===== src/rtl/agc_alu_seq.sv =====
// agc_alu_seq -- sequential ones'-complement arithmetic unit for the AGC datapath.
//
// This unit executes the alu_op code that the control-pulse sequencer issues
// against the X and Y registers.
//   - AD, SU and MASK complete in one cycle.
//   - MP0 runs a 14-step shift/add multiply.
//   - DV0 runs a 14-step restoring divide.
//   - MP1 and DV1 read back the held hi/quotient word.
//
// Words are WIDTH bits wide and ones'-complement:
//   bit W-1 = S2, bit W-2 = S1, low W-2 bits = magnitude.
//
// Ports:
//   clk     in   rising-edge clock
//   rst     in   asynchronous active-high reset
//   start   in   one-cycle request; samples alu_op, x and y while idle
//   alu_op  in   0=AD 1=SU 2=MASK 3=MP0 4=MP1 5=DV0 6=DV1 7=reserved
//   x, y    in   operand words
//   alu_out out  result word to the A mux
//   lp_out  out  low product / remainder to the LP mux
//   ovf     out  overflow / divide fault of the last completed op
//   busy    out  high while an MP0/DV0 iteration is in progress
//   done    out  one-cycle completion pulse
module agc_alu_seq #(
  parameter int WIDTH = 16,
  parameter int STEPS = 14
) (
  input  logic             clk,
  input  logic             rst,
  input  logic             start,
  input  logic [2:0]       alu_op,
  input  logic [WIDTH-1:0] x,
  input  logic [WIDTH-1:0] y,
  output logic [WIDTH-1:0] alu_out,
  output logic [WIDTH-1:0] lp_out,
  output logic             ovf,
  output logic             busy,
  output logic             done
);

  localparam int MW = WIDTH - 2;
  localparam int CW = $clog2(STEPS);

  typedef enum logic [1:0] {
    S_IDLE,
    S_MUL,
    S_DIV,
    S_FIN
  } state_e;

  typedef enum logic [2:0] {
    OP_AD   = 3'd0,
    OP_SU   = 3'd1,
    OP_MASK = 3'd2,
    OP_MP0  = 3'd3,
    OP_MP1  = 3'd4,
    OP_DV0  = 3'd5,
    OP_DV1  = 3'd6,
    OP_RSV  = 3'd7
  } op_e;

  state_e            state_q, state_d;
  logic [CW-1:0]     cnt_q, cnt_d;
  logic [MW-1:0]     mx_q, mx_d;
  logic [MW-1:0]     my_q, my_d;
  // MUL: {hi, lo} partial product. DIV: {remainder, quotient}.
  logic [2*MW-1:0]   acc_q, acc_d;
  logic              sgn_q, sgn_d;     // product / quotient sign
  logic              rsgn_q, rsgn_d;   // remainder sign
  logic              div_q, div_d;     // operation in flight is a divide
  logic              flt_q, flt_d;     // divide fault pending in FIN
  logic [WIDTH-1:0]  hold_q, hold_d;
  logic [WIDTH-1:0]  alu_q, alu_d;
  logic [WIDTH-1:0]  lp_q, lp_d;
  logic              ovf_q, ovf_d;
  logic              done_q, done_d;

  function automatic logic [MW-1:0] mag(input logic [WIDTH-1:0] w);
    return w[WIDTH-1] ? ~w[MW-1:0] : w[MW-1:0];
  endfunction

  function automatic logic [WIDTH-1:0] sword(input logic s, input logic [MW-1:0] m);
    return {s, s, (s ? ~m : m)};
  endfunction

  // Returns {alu word, lp word} for a finished multiply or divide.
  function automatic logic [2*WIDTH-1:0] pack(input logic is_div, input logic s,
                                              input logic sr, input logic [2*MW-1:0] p);
    if (is_div)
      return {sword(s, p[MW-1:0]), sword(sr, p[2*MW-1:MW])};
    else if (p == '0)
      return '0;
    else
      return {sword(s, p[2*MW-1:MW]), sword(s, p[MW-1:0])};
  endfunction

  // Ones'-complement add with end-around carry (SU adds ~y).
  logic [WIDTH:0]   raw;
  logic [WIDTH-1:0] addend;
  logic [WIDTH-1:0] eac;

  // Datapath steps.
  logic [MW-1:0]    mx_c, my_c;
  logic [MW:0]      mul_sum;
  logic [2*MW-1:0]  mul_acc;
  logic [MW:0]      div_t;
  logic             div_ge;
  logic [MW-1:0]    div_r;
  logic [2*MW-1:0]  div_acc;
  logic [2*WIDTH-1:0] pk;
  logic             last_step;

  always_comb begin
    addend  = (alu_op == OP_SU) ? ~y : y;
    raw     = {1'b0, x} + {1'b0, addend};
    eac     = raw[WIDTH-1:0] + WIDTH'(raw[WIDTH]);

    mx_c    = mag(x);
    my_c    = mag(y);

    // Shift-add multiply: the multiplier sits in the low half and is consumed LSB first.
    mul_sum = {1'b0, acc_q[2*MW-1:MW]} + (acc_q[0] ? {1'b0, mx_q} : '0);
    mul_acc = {mul_sum, acc_q[MW-1:1]};

    // Restoring divide: the dividend's low half is all zeros, so only a 0 is shifted in.
    div_t   = {acc_q[2*MW-1:MW], 1'b0};
    div_ge  = (div_t >= {1'b0, my_q});
    div_r   = div_ge ? MW'(div_t - {1'b0, my_q}) : div_t[MW-1:0];
    div_acc = {div_r, acc_q[MW-2:0], div_ge};

    last_step = (cnt_q == CW'(STEPS - 1));
  end

  always_comb begin
    state_d = state_q;
    cnt_d   = cnt_q;
    mx_d    = mx_q;
    my_d    = my_q;
    acc_d   = acc_q;
    sgn_d   = sgn_q;
    rsgn_d  = rsgn_q;
    div_d   = div_q;
    flt_d   = flt_q;
    hold_d  = hold_q;
    alu_d   = alu_q;
    lp_d    = lp_q;
    ovf_d   = ovf_q;
    done_d  = 1'b0;
    pk      = '0;

    unique case (state_q)
      S_IDLE: begin
        if (start) begin
          case (alu_op)
            OP_AD, OP_SU: begin
              alu_d  = eac;
              ovf_d  = eac[WIDTH-1] ^ eac[WIDTH-2];
              done_d = 1'b1;
            end
            OP_MASK: begin
              alu_d  = x & y;
              ovf_d  = 1'b0;
              done_d = 1'b1;
            end
            OP_MP0: begin
              mx_d    = mx_c;
              my_d    = my_c;
              sgn_d   = x[WIDTH-1] ^ y[WIDTH-1];
              div_d   = 1'b0;
              flt_d   = 1'b0;
              acc_d   = {{MW{1'b0}}, my_c};
              cnt_d   = '0;
              state_d = S_MUL;
            end
            OP_DV0: begin
              mx_d   = mx_c;
              my_d   = my_c;
              sgn_d  = x[WIDTH-1] ^ y[WIDTH-1];
              rsgn_d = x[WIDTH-1];
              div_d  = 1'b1;
              cnt_d  = '0;
              if (my_c == '0) begin
                flt_d   = 1'b1;
                acc_d   = {{MW{1'b0}}, {MW{1'b1}}};
                state_d = S_FIN;
              end else if (mx_c >= my_c) begin
                flt_d   = 1'b1;
                acc_d   = {mx_c, {MW{1'b1}}};
                state_d = S_FIN;
              end else begin
                flt_d   = 1'b0;
                acc_d   = {mx_c, {MW{1'b0}}};
                state_d = S_DIV;
              end
            end
            OP_MP1, OP_DV1: begin
              alu_d  = hold_q;
              ovf_d  = 1'b0;
              done_d = 1'b1;
            end
            default: begin
              done_d = 1'b1;
            end
          endcase
        end
      end

      // The last iteration packs its own result straight into the output
      // registers and returns to IDLE, so that done rises 15 cycles after start
      // and the done cycle can accept a new start. FIN is taken only by the
      // divide-fault shortcuts.
      S_MUL: begin
        acc_d = mul_acc;
        cnt_d = cnt_q + CW'(1);
        if (last_step) begin
          pk      = pack(1'b0, sgn_q, rsgn_q, mul_acc);
          alu_d   = pk[2*WIDTH-1:WIDTH];
          lp_d    = pk[WIDTH-1:0];
          hold_d  = pk[2*WIDTH-1:WIDTH];
          ovf_d   = 1'b0;
          done_d  = 1'b1;
          cnt_d   = '0;
          state_d = S_IDLE;
        end
      end

      S_DIV: begin
        acc_d = div_acc;
        cnt_d = cnt_q + CW'(1);
        if (last_step) begin
          pk      = pack(1'b1, sgn_q, rsgn_q, div_acc);
          alu_d   = pk[2*WIDTH-1:WIDTH];
          lp_d    = pk[WIDTH-1:0];
          hold_d  = pk[2*WIDTH-1:WIDTH];
          ovf_d   = 1'b0;
          done_d  = 1'b1;
          cnt_d   = '0;
          state_d = S_IDLE;
        end
      end

      S_FIN: begin
        pk      = pack(div_q, sgn_q, rsgn_q, acc_q);
        alu_d   = pk[2*WIDTH-1:WIDTH];
        lp_d    = pk[WIDTH-1:0];
        hold_d  = pk[2*WIDTH-1:WIDTH];
        ovf_d   = flt_q;
        done_d  = 1'b1;
        state_d = S_IDLE;
      end

      default: state_d = S_IDLE;
    endcase
  end

  always_ff @(posedge clk or posedge rst) begin
    if (rst) begin
      state_q <= S_IDLE;
      cnt_q   <= '0;
      mx_q    <= '0;
      my_q    <= '0;
      acc_q   <= '0;
      sgn_q   <= 1'b0;
      rsgn_q  <= 1'b0;
      div_q   <= 1'b0;
      flt_q   <= 1'b0;
      hold_q  <= '0;
      alu_q   <= '0;
      lp_q    <= '0;
      ovf_q   <= 1'b0;
      done_q  <= 1'b0;
    end else begin
      state_q <= state_d;
      cnt_q   <= cnt_d;
      mx_q    <= mx_d;
      my_q    <= my_d;
      acc_q   <= acc_d;
      sgn_q   <= sgn_d;
      rsgn_q  <= rsgn_d;
      div_q   <= div_d;
      flt_q   <= flt_d;
      hold_q  <= hold_d;
      alu_q   <= alu_d;
      lp_q    <= lp_d;
      ovf_q   <= ovf_d;
      done_q  <= done_d;
    end
  end

  assign alu_out = alu_q;
  assign lp_out  = lp_q;
  assign ovf     = ovf_q;
  assign done    = done_q;
  assign busy    = (state_q == S_MUL) || (state_q == S_DIV);

endmodule

===== config.mk =====
export PLATFORM = sky130hd
export DESIGN_NAME = agc_alu_seq
export DESIGN_NICKNAME = d
export VERILOG_FILES = /design/src/rtl/agc_alu_seq.sv
export SDC_FILE = /design/constraint.sdc
export NUM_CORES = 1
export LEC_CHECK = 0
export CORE_ASPECT_RATIO = 1.25
export CORE_MARGIN = 2
export CORE_UTILIZATION = 55
export CTS_CLUSTER_DIAMETER = 60
export CTS_CLUSTER_SIZE = 8
export DETAILED_ROUTE_END_ITERATION = 6
export PLACE_DENSITY = 0.79
export SLEW_MARGIN = 20
export SYNTH_ARGS = -nofsm -noshare
export SYNTH_HDL_FRONTEND = slang
export SYNTH_SLANG_ARGS = --single-unit
export TNS_END_PERCENT = 20

===== constraint.sdc =====
create_clock -name clk -period 5.05 [get_ports clk]
set_input_delay 0.7575 -clock clk [delete_from_list [all_inputs] [get_ports clk]]
set_output_delay 0.7575 -clock clk [all_outputs]
set_load 0.02 [all_outputs]

### Yosys cells after proc, flatten, opt, wreduce, memory -nomap -nowiden

Index checks and enable logic that the tools add are counted.

| storage, ports and cells | value |
|---|---|
| flip-flop bits (word level) | 116 |
| input port bits | 38 |
| output and inout bits | 35 |
| word-level logic and storage cells | 126 |

| operators by class | value |
|---|---|
| $add $sub $neg | 5 |
| magnitude comparators | 2 |
| eq/ne operators | 18 |
| muxes and demuxes | 51 |
| bitwise operators | 12 |
| reductions and logical operators | 24 |

Operators by type and width:

| kind | count |
|---|---|
| two-way mux 14 bit | 12 |
| one-hot mux 16 bit (3 select lines) | 3 |
| inverter 14 bit | 8 |
| two-way mux 16 bit | 6 |
| two-way mux 32 bit | 3 |
| one-hot mux 28 bit (3 select lines) | 1 |
| one-hot mux 16 bit (4 select lines) | 1 |
| logical NOT 28 bit | 2 |
| two-way mux 28 bit | 2 |
| one-hot mux 28 bit (2 select lines) | 1 |
| AND reduction 3 bit | 8 |
| adder 16 x 16 -> 17 bit | 1 |
| adder 16 x 1 -> 16 bit | 1 |
| AND 16 bit | 1 |
| inverter 16 bit | 1 |
| adder 14 x 14 -> 15 bit | 1 |
| >= comparator 15 x 14 -> 1 bit | 1 |
| >= comparator 14 bit | 1 |
| logical NOT 14 bit | 1 |
| subtractor 14 bit | 1 |
| two-way mux 4 bit | 3 |
| equality test 3 bit (second input constant) | 3 |
| two-way mux 1 bit | 9 |
| != test 2 bit (second input constant) | 4 |
| other kinds (25) | 37 |

### Logic depth before layout (Yosys ltp)

| logic depth | value |
|---|---|
| depth in word-level cells | 8 |
| depth in mapped cells | 25 |
| gate-level depth less buffers | 23 |

### Worst setup path after synthesis

Ideal clock, no wire load.

| timing path | value |
|---|---|
| kind | input port to flip-flop |
| from | in alu_op[0] |
| to | reg ovf_q (netlist: ovf) |
| setup time | 0.132 ns |
| arrival time | 6.041 ns |
| required time | 4.918 ns |
| slack | -1.123 ns |
| stages | 25 |
| buffers on the path | 4 |
| cells stage by stage | clkbuf_1 -> inv_1 -> clkbuf_1 -> nor3_1 -> clkbuf_1 -> xor2_1 -> ha_1 -> buf_2 -> and4_1 -> o211a_1 -> nor3_1 -> a21oi_1 -> a211o_1 -> a21o_1 -> a21o_1 -> ha_1 -> ha_1 -> nand2_1 -> nor4_2 -> and4_1 -> nor2_1 -> o31a_1 -> a311oi_2 -> mux2i_1 -> o211ai_1 |

| on the way | value |
|---|---|
| longest elaborated chain between the ends | 8 |
| elaborated cells between the ends (all ways) | 16 |
| those cells by class | add/sub: 2; eq/ne: 5; mux: 4; bitwise: 1; reduce/logical: 4 |

Ends and longest elaborated chain:

| item | RTL line | text |
|---|---|---|
| start, declared | 31 | `input logic [2:0] alu_op,` |
| equality test 3 x 1 -> 1 bit | 114, 154 |  |
| two-way mux 16 bit | 114 | `addend = (alu_op == OP_SU) ? ~y : y;` |
| adder 16 x 16 -> 17 bit | 115 | `raw = {1'b0, x} + {1'b0, addend};` |
| adder 16 x 1 -> 16 bit | 116 | `eac = raw[WIDTH-1:0] + WIDTH'(raw[WIDTH]);` |
| bitwise XOR 1 bit | 157 | `ovf_d = eac[WIDTH-1] ^ eac[WIDTH-2];` |
| one-hot mux 1 bit (2 select lines) | 154 | `case (alu_op)` |
| two-way mux 1 bit | 153 | `if (start) begin` |
| one-hot mux 1 bit (3 select lines) | 151 | `unique case (state_q)` |
| end signal, assigned | 285 | `ovf_q <= ovf_d;` |
| end, declared | 75 | `logic ovf_q, ovf_d;` |

Parallel ways exist; a longest one is shown, timed or not. The select of a mux whose other input is x is not followed.
A chain may end at the register's enable or synchronous reset.

### Final worst setup path

Same ends and word-level chain as after synthesis.

==> impl_metrics.tcl <==
set metrics [dict create \
    slew_violations 0 \
    avgSynthCellArea_sq_um 7.872 \
    syn_to_final_growth_pct 20.56 \
    num_io_pins 73 \
    skew_ps 9.150 \
    use_met2 0.5831 \
    root_buffer "clkbuf_16" \
    power_leakage_nw 5.787 \
    cp_data_required_time_ps 5350 \
    final_core_util 0.6705 \
    antenna_cells 0 \
    hold_viol_final 0 \
    ys_seq_area_frac 0.2570 \
    antenna_found_initial 0 \
    fmax_mhz 207.8 \
    post_drt_via_cell_ratio 6.423 \
    grt_pass1_wl_microns 59650 \
    critPathMaxStageDelay_ps 340 \
    grt_use_total 0.3674 \
    clkSinkCount 114 \
    hp-class "flip-flop to flip-flop" \
    synthFlopType "dfrtp_1" \
    met1_usage 0.4419 \
    slowest_stage "nor4_2" \
    timing.final.crit_share 0.9529 \
    hpwl_microns 28440 \
    clkLatencyLatePin_ps 430 \
    io_buffers 72 \
    path_class "input pin to flip-flop" \
    ys_ff_latch 114 \
    rsz0062_at_grt "false" \
    die_h_microns 162.8 \
    rows 58 \
    grt_overflow 0 \
    drt-initial-drc-count 1287 \
    cts-htree-levels 4 \
    start_kind "input pin" \
    start_util 0.5562 \
    synth_edf_count 0 \
    worst_pin_slew_ps 986.9 \
    gp_congestion 1.005 \
    syn_area_sq_um 11100 \
    async_reset_ff_frac 1.000 \
    outcome "complete, no violations" \
    numCtsBuffers 17 \
    end_kind "flip-flop" \
    path_buf_inv 5 \
    maxSlewHeadroom 0.3421 \
    detail_route.wl_per_cell_microns 21.34 \
    clock_path_buffers 2 \
    drv_cap 0 \
    grt_max_degree 73 \
    coreArea_sq_um 19960 \
    busiest_layer "met2" \
    worst_ir_drop_vdd_v 0.0004021 \
    cts_hold_buf 0 \
    design_area_sq_um 13380 \
    finalSetupViolCount 0 \
    arrival_ps 5120 \
    syn-num-nets 1522 \
    num_vias 11530 \
    ant_nets 0 \
    fin_nets 1625 \
    finalPower_mw 10.45 \
    die_w_microns 131.1 \
    synthCells 1410 \
    final.setup.tns_ps 0 \
    ys_types 84 \
    fin_crit_ps 4812 \
    synth_warnings 0 \
    die-area_sq_um 21340 \
    worst-path-max-fanout 5 \
    drive_above_1_share 0.1384 \
    fill_cells 1693 \
    wl_microns 38310 \
    grt_pass1_vias 11100 \
    p_per_area_nw_per_um2 781.0 \
    path_delay_family "simple AND/OR/NAND/NOR gates" \
    cts_tree "built" \
    use_met3 0.06505 \
    first_pass_iters 7 \
    clk_pin_slew_ps 60 \
    dpl_cell_area_sq_um 12700 \
    drc 0 \
]
==> area by class of cell <==
class	instances	area (sq um)	area share
clock buffer	19	452.9	0.03385
clock inverter	12	132.6	0.009911
inverter	53	201.4	0.01505
multi-input combinational	1139	7776	0.5811
sequential	114	2853	0.2132
tap	270	337.8	0.02525
timing repair buffer	188	1628	0.1216
==> sequential cells by signal (all words and copies together), names as in the netlist, 2 cells and up <==
name and flops:
cnt_q 4, acc_q 28, my_q 14, alu_out 16, hold_q 15, mx_q 14
lp_out 15, state_q 2
==> cell families (layout without fill, tap and decap cells) <==
| family | Yosys count | count (layout) | share of synthesized area |
|---|---|---|---|
| buffers and inverters | 157 | 272 | 0.05524 |
| flip-flops | 114 | 114 | 0.2570 |
| XOR/XNOR | 132 | 132 | 0.1042 |
| multiplexers | 51 | 51 | 0.04825 |
| adder cells (fa/ha/maj) | 74 | 74 | 0.08545 |
| AO/OA/AOI/OAI | 417 | 417 | 0.2580 |
| AND/OR/NAND/NOR | 465 | 465 | 0.1919 |
==> per-layer routing <==
metal | wire length, microns | vias up
li1 | - | 5283
met1 | 14110 | 5391
met2 | 17550 | 670
met3 | 3436 | 185
met4 | 3213 | 0
met5 | 0 | -
==> tightest hold or removal path: stages (launching register included) <==
cell and delay (ps):
dfrtp_1 330, nand2_1 50, o21ai_0 60
==> power by group <==
part	internal (mW)	switching [mW]
registers	1.40	0.565
logic	2.95	4.31
clock network	0.750	0.472
total	5.10	5.35
==> timing repair <==
item,CTS,global route
hold endpoints to repair,0,0
gates resized for setup,0,12
buffers inserted,0,3
endpoints found under the setup margin,1,6
pin swaps,1,11
==> synth_stat cells, types with 5 or more instances <==
master / n / area, sq um
o21ai_1: 5 / 25.02
a31oi_1: 31 / 193.9
nor4_1: 12 / 75.07
and2_1: 19 / 118.9
xnor2_1: 81 / 709.4
nand2b_1: 11 / 68.82
a211o_1: 16 / 140.1
nor2_1: 139 / 521.8
mux2i_1: 34 / 340.3
nor2b_1: 13 / 81.33
o221a_2: 6 / 67.56
o21a_1: 20 / 150.1
a211oi_1: 16 / 120.1
inv_1: 52 / 195.2
a2bb2oi_1: 14 / 122.6
nor3_1: 18 / 90.09
a21o_1: 15 / 112.6
o2111ai_1: 5 / 43.79
nand4_1: 10 / 62.56
nand2_1: 167 / 626.9
a22oi_1: 14 / 105.1
o311ai_0: 7 / 61.31
and3_1: 9 / 56.30
ha_1: 71 / 888.4
o22ai_1: 6 / 37.54
dfrtp_1: 114 / 2853
o211ai_1: 26 / 195.2
xor2_1: 51 / 446.7
mux2_2: 16 / 180.2
buf_1: 5 / 18.77
a21oi_1: 85 / 425.4
or4_1: 7 / 52.55
a22o_1: 11 / 96.34
clkbuf_1: 91 / 341.6
nand3_1: 33 / 165.2
o21ai_0: 84 / 420.4
==> cells in the final DEF (no fill, tap or decap), drive strengths merged, types with 14 or more instances in the layout <==
master,Yosys,final
nand2,167,167
a21oi,86,86
nor2,140,140
mux2i,34,34
a22oi,14,14
nor3,19,19
buf,13,116
xor2,51,51
a211o,16,16
ha,71,71
o21ai,90,90
and2,20,20
clkbuf,91,19
inv,53,55
clkdlybuf4s50,0,69
xnor2,81,81
a21o,15,15
mux2,17,17
a31oi,31,31
a2bb2oi,14,14
dfrtp,114,114
nand3,33,33
o211ai,26,26
a211oi,19,19
o21a,20,20
==> final timing paths <==
| check | slack [ps] | cells after the start | endpoint | startpoint |
|---|---|---|---|---|
| max | 240 | 25 | ovf | alu_op[0] |
| max reg2reg | 570 | 14 | alu_out[7] | acc_q[0] |
| min in group asynchronous | 910 | 2 | lp_out[10] | rst |
| min | 470 | 2 | mx_q[0] | mx_q[0] |
| min reg2reg | 470 | 2 | mx_q[0] | mx_q[0] |
| max in group asynchronous | 2980 | 3 | my_q[5] | rst |
==> per-stage QoR <==
| step | std cells | setup WS, ps | hold WS (ps) |
|---|---|---|---|
| floorplan | 1410 | -198.8 | 441.8 |
| global placement | 1761 | -375.2 | 454.6 |
| detailed placement | 1761 | -423.1 | 462.0 |
| CTS | 1792 | 34.85 | 474.1 |
| global route | 1795 | 34.24 | 483.1 |
| finish | 1795 | 238.0 | 474.8 |
No activity file was read; power rests on OpenSTA's default activity.
